**src/rtl/muldiv_unit.sv**
```systemverilog
// muldiv_unit: iterative HI/LO multiply/divide unit.
// Runs multu (shift-add) and divu (restoring) over WIDTH cycles and handles
// mthi/mtlo writes. It owns HI/LO and requests a stall when the core reads
// HI/LO while an operation is in flight.
//
// Ports:
//   clk     system clock, rising edge
//   reset   asynchronous, active-high reset
//   start   request operation op this cycle
//   op      00 multu, 01 divu, 10 mthi, 11 mtlo
//   a       rs operand (multiplicand / dividend / mthi-mtlo source)
//   b       rt operand (multiplier / divisor)
//   rd_req  core is executing mfhi/mflo this cycle
//   hi, lo  HI and LO registers
//   busy    multu/divu in progress
//   done    one-cycle pulse after HI/LO receive a multu/divu result
//   stall   rd_req & busy
//
// state | meaning
// IDLE  | waiting for start; mthi/mtlo and divide-by-zero complete here
// MUL   | one multiplier bit per cycle, WIDTH cycles
// DIV   | one quotient bit per cycle, WIDTH cycles
// FIN   | result written last edge; done pulse; accepts a new start
module muldiv_unit #(
  parameter int WIDTH = 32
) (
  input  logic             clk,
  input  logic             reset,
  input  logic             start,
  input  logic [1:0]       op,
  input  logic [WIDTH-1:0] a,
  input  logic [WIDTH-1:0] b,
  input  logic             rd_req,
  output logic [WIDTH-1:0] hi,
  output logic [WIDTH-1:0] lo,
  output logic             busy,
  output logic             done,
  output logic             stall
);

  localparam int CW = $clog2(WIDTH) + 1;

  typedef enum logic [1:0] {IDLE, MUL, DIV, FIN} state_t;

  state_t             state, state_nxt;
  logic [WIDTH-1:0]   op_a;     // multiplicand, or dividend shifting into quotient
  logic [WIDTH-1:0]   op_b;     // multiplier shifting right, or divisor
  logic [2*WIDTH-1:0] acc;      // product accumulator; remainder in acc[WIDTH:0]
  logic [CW-1:0]      cnt;
  logic               last;

  logic [WIDTH:0]     mul_sum;
  logic [2*WIDTH-1:0] acc_mul;
  logic [WIDTH:0]     div_shift;
  logic [WIDTH:0]     div_diff;
  logic [WIDTH:0]     div_rem;
  logic               div_ge;
  logic [WIDTH-1:0]   div_q;

  assign last = (cnt == CW'(WIDTH - 1));

  // Shift-add: add the multiplicand into the upper half when the current
  // multiplier bit is set, then shift the whole accumulator right by one.
  // The carry out of the add becomes the new top bit.
  assign mul_sum = {1'b0, acc[2*WIDTH-1:WIDTH]} + {1'b0, (op_b[0] ? op_a : '0)};
  assign acc_mul = {mul_sum, acc[WIDTH-1:1]};

  // Restoring divide with a WIDTH+1-bit partial remainder so divisors with
  // the top bit set cannot overflow the trial subtract.
  assign div_shift = {acc[WIDTH-1:0], op_a[WIDTH-1]};
  assign div_ge    = (div_shift >= {1'b0, op_b});
  assign div_diff  = div_shift - {1'b0, op_b};
  assign div_rem   = div_ge ? div_diff : div_shift;
  assign div_q     = {op_a[WIDTH-2:0], div_ge};

  // State register
  always_ff @(posedge clk or posedge reset) begin
    if (reset) state <= IDLE;
    else       state <= state_nxt;
  end

  // Next-state logic
  always_comb begin
    state_nxt = state;
    case (state)
      IDLE, FIN: begin
        state_nxt = IDLE;
        if (start) begin
          case (op)
            2'b00:   state_nxt = MUL;
            2'b01:   state_nxt = (b != '0) ? DIV : FIN;
            default: state_nxt = IDLE;
          endcase
        end
      end
      MUL:     if (last) state_nxt = FIN;
      DIV:     if (last) state_nxt = FIN;
      default: state_nxt = IDLE;
    endcase
  end

  // Outputs
  always_comb begin
    busy = 1'b0;
    done = 1'b0;
    case (state)
      MUL, DIV: busy = 1'b1;
      FIN:      done = 1'b1;
      default:  ;
    endcase
  end

  assign stall = rd_req & busy;

  // Datapath and HI/LO
  always_ff @(posedge clk or posedge reset) begin
    if (reset) begin
      hi   <= '0;
      lo   <= '0;
      op_a <= '0;
      op_b <= '0;
      acc  <= '0;
      cnt  <= '0;
    end else begin
      case (state)
        IDLE, FIN: begin
          if (start) begin
            case (op)
              2'b00: begin
                op_a <= a;
                op_b <= b;
                acc  <= '0;
                cnt  <= '0;
              end
              2'b01: begin
                if (b != '0) begin
                  op_a <= a;
                  op_b <= b;
                  acc  <= '0;
                  cnt  <= '0;
                end else begin
                  // Divide by zero completes immediately; FIN only pulses done.
                  hi <= a;
                  lo <= '1;
                end
              end
              2'b10: hi <= a;
              default: lo <= a;
            endcase
          end
        end
        MUL: begin
          acc  <= acc_mul;
          op_b <= op_b >> 1;
          if (last) begin
            {hi, lo} <= acc_mul;
            cnt      <= '0;
          end else begin
            cnt <= cnt + 1'b1;
          end
        end
        DIV: begin
          acc  <= {{(WIDTH-1){1'b0}}, div_rem};
          op_a <= div_q;
          if (last) begin
            lo  <= div_q;
            hi  <= div_rem[WIDTH-1:0];
            cnt <= '0;
          end else begin
            cnt <= cnt + 1'b1;
          end
        end
        default: ;
      endcase
    end
  end

endmodule

```
**config.mk**
```make
export PLATFORM = sky130hd
export DESIGN_NAME = muldiv_unit
export DESIGN_NICKNAME = d
export VERILOG_FILES = /design/src/rtl/muldiv_unit.sv
export SDC_FILE = /design/constraint.sdc
export NUM_CORES = 1
export LEC_CHECK = 0
export CAP_MARGIN = 20
export CORE_MARGIN = 2
export CORE_UTILIZATION = 45
export CTS_BUF_LIST = sky130_fd_sc_hd__clkbuf_4
export DETAILED_ROUTE_END_ITERATION = 8
export GPL_TIMING_DRIVEN = 0
export PLACE_DENSITY = 0.76
export RECOVER_POWER = 25
export SYNTH_ARGS = -nofsm -noshare
export SYNTH_HDL_FRONTEND = slang
export SYNTH_SLANG_ARGS = --single-unit
```
**constraint.sdc**
```tcl
create_clock -name clk -period 9.2 [get_ports clk]
set_input_delay 2.3 -clock clk [delete_from_list [all_inputs] [get_ports clk]]
set_output_delay 2.3 -clock clk [all_outputs]
set_load 0.03 [all_outputs]
```
==> results.py <==
metrics = {
    "run_status": {
        "status": "finished, violations left",
        "violations": "max-capacitance violations, max-slew violations",
    },
    "die": {
        "die-width_um": 178,
        "num_rows": 63,
        "core_mm2": 0.0297,
        "ioPinCount": 137,
        "die_area_mm2": 0.0316,
        "dieHeight_um": 178,
        "initial_core_util_pct": 45.7,
    },
    "yosys": {
        "yosysTopAreaCell": "dfrtp_1",
        "seq_area_frac_synth_pct": 36.8,
        "synth_flop_cell": "dfrtp_1",
        "ys_seq_elements": 200,
        "syn-instance-count": 1591,
        "synthTopCellsByArea": "dfrtp_1, o21ai_0, ha_1",
        "synth_top_area_share_pct": 36.8,
        "synth_edf_count": 0,
        "synth_nets": 1732,
        "ys_top_cells_by_count": "dfrtp_1, o21ai_0, nand2_1",
        "synth.distinct_cells": 76,
        "synth.most_common_cell": "dfrtp_1",
        "syn_area_per_cell_um2": 8.54,
        "yosys_warnings": 0,
        "synth-async-reset-ratio_pct": 100,
        "netlist_area_mm2": 0.0136,
    },
    "worst_hold_path": {
        "worstHoldPathCells": 1,
        "hp-class": "reg2reg",
        "min_to": "cnt[5]$_DFFE_PP0P_",
        "min_from": "cnt[5]$_DFFE_PP0P_",
    },
    "job": {
        "max_cap_violations": 1,
    },
    "placement": {
        "place_congestion": 0.993,
        "io_buffers": 136,
        "hpwl_mm": 38.7,
        "place_inst": 2118,
    },
    "timing": {
        "worstMarginPinSlew_ps": 5460,
        "finalMaxSlewViolations": 120,
        "fin_skew_ps": 50.5,
        "min_period_over_period_pct": 67.9,
        "tns_ps": 0,
        "hold_viol": 0,
        "fin_crit_ps": 6240,
        "setup_violations": 0,
        "max_freq_mhz": 160,
        "relSlewSlack_pct": -266,
        "rsz0062_at_grt": "no",
    },
    "finish": {
        "fin_util_pct": 53.1,
        "final_cells": 2154,
        "area_growth_pct": 16.2,
        "drive_above_1_share_pct": 4.26,
        "final_nets": 1889,
    },
    "clock_network": {
        "worstSkewPairLatency_ps": 670,
        "cts_tree": "yes",
        "post_cts_buffers": 0,
        "cts_max_path_buffers": 2,
        "cts_sinks": 200,
        "cts.clk_slew.worst_paths_ps": 220,
        "cts_buffers": 17,
        "cts_resized": 0,
        "ctsHtreeMaxLevel": 4,
        "cts_hold_buf": 0,
        "cts-root-buf": "clkbuf_4",
    },
    "detailed_routing": {
        "drc": 0,
        "drtPass1Iterations": 6,
        "wl_per_cell_um": 23.4,
        "wl_mm": 50.4,
        "via_per_inst": 6.29,
        "ant_nets": 0,
        "routed-via-count": 13545,
        "drt_iter0_markers": 1579,
    },
    "global_route": {
        "grt_pass1_vias": 12931,
        "grt_first_pass_wirelength_mm": 76.9,
        "antenna_found_initial": 2,
        "grt_max_degree": 120,
        "grtUsageTotal_pct": 32.4,
        "overflow": 0,
    },
    "setup_path": {
        "r2r_start": "op_b[0]$_DFFE_PP0P_",
        "crit_fanout": 10,
        "ff2ff_setup_slack_ps": 4960,
        "reg2reg_to": "acc[63]$_DFFE_PP0P_",
        "end_kind": "output pin",
        "cp-start-kind": "flop",
        "reg2reg_depth": 12,
        "critical_path_arrival_ps": 3940,
        "critPathRequiredTime_ps": 6900,
        "path_class": "reg2out",
    },
}
[stage by stage]
| step | setup slack (ps) | hold WS, ps | cell area (µm²) |
|---|---|---|---|
| floorplan | 1450 | 446 | 13600 |
| detailed placement | 3350 | 474 | 15500 |
| finish | 2960 | 498 | 15800 |
| global route | 2160 | 536 | 15800 |
| CTS | 3080 | 508 | 15800 |
| global placement | -1360 | 464 | 15400 |
[logic make-up after synthesis]
group | after synthesis | synth area share, %
compound gates | 566 | 26.6
simple gates | 467 | 16.2
flops | 200 | 36.8
buf+inv | 161 | 4.73
mux | 85 | 6.44
fa+ha+maj | 71 | 6.65
xor+xnor | 41 | 2.64
[area by class of cell]
cell class                 count  area (µm²)
antenna                        3        7.51
buffer                       105         433
clock buffer                  17         128
clock inverter                15         178
fill                        2835       13900
inverter                      56         211
multi-input combinational   1230        7950
sequential                   200        5000
tap                          390         488
timing repair buffer         138        1390
[cells in the final DEF, fill, tap and decap left out, drive strengths merged, types with 5 or more instances in the layout]
cell,Yosys,routed
a221oi,13,13
o211ai,9,9
xnor2,26,26
a211oi,7,7
o21ai,186,186
and3,13,13
clkdlybuf4s50,0,135
a32oi,6,6
mux2i,74,74
nand3,38,38
nand2b,13,13
mux2,11,11
and4,6,6
a21oi,157,157
clkbuf,88,105
xor2,15,15
nor2,111,111
inv,56,61
nand2,166,166
or3,14,14
nor3,22,22
a311oi,6,6
a221o,33,33
clkinv,0,7
dfrtp,200,200
a31oi,18,18
a21boi,5,5
a21o,32,32
a22oi,21,21
o21bai,10,10
a211o,5,5
and2,37,37
buf,17,19
o21a,18,18
ha,69,69
nand4,9,9
nor2b,15,15
nor4,13,13
[worst max-delay path: stages, from the launching register on]
cell,delay [ps]
dfrtp_1,450
inv_1,60
ha_1,280
clkbuf_1,240
inv_1,310
clkbuf_1,470
clkbuf_1,660
clkdlybuf4s50_1,810
[flip-flops by register name (all words and copies together), names as in the netlist]
register / cells
op_a: 32
op_b: 32
cnt: 6
acc: 64
lo: 32
state: 2
hi: 32
[layer usage]
metal  track usage, %  part of all wire (%)  up-vias
met4             11.0                   3.7        2
met1             44.3                    42     6510
met5                0                 0.036        -
met3             6.47                   9.7      124
met2             51.1                    45      778
li1                 -                     -     6131
[worst max-delay path by stage]
stage	start	end	slack, ps	depth (start not counted)
after global routing	reset	lo[18]$_DFFE_PP0P_	2160	2
after global placement	reset	lo[24]$_DFFE_PP0P_	-1360	2
final	state[0]$_DFFE_PP0P_	busy	2960	7
after detailed placement	rd_req	stall	3350	3
after floorplan	reset	acc[0]$_DFFE_PP0P_	1450	1
after CTS	state[0]$_DFFE_PP0P_	busy	3080	7
Power is left out: the tool's default activity adds up to more than one toggle a clock period on the data nets, which glitch-free logic cannot reach.
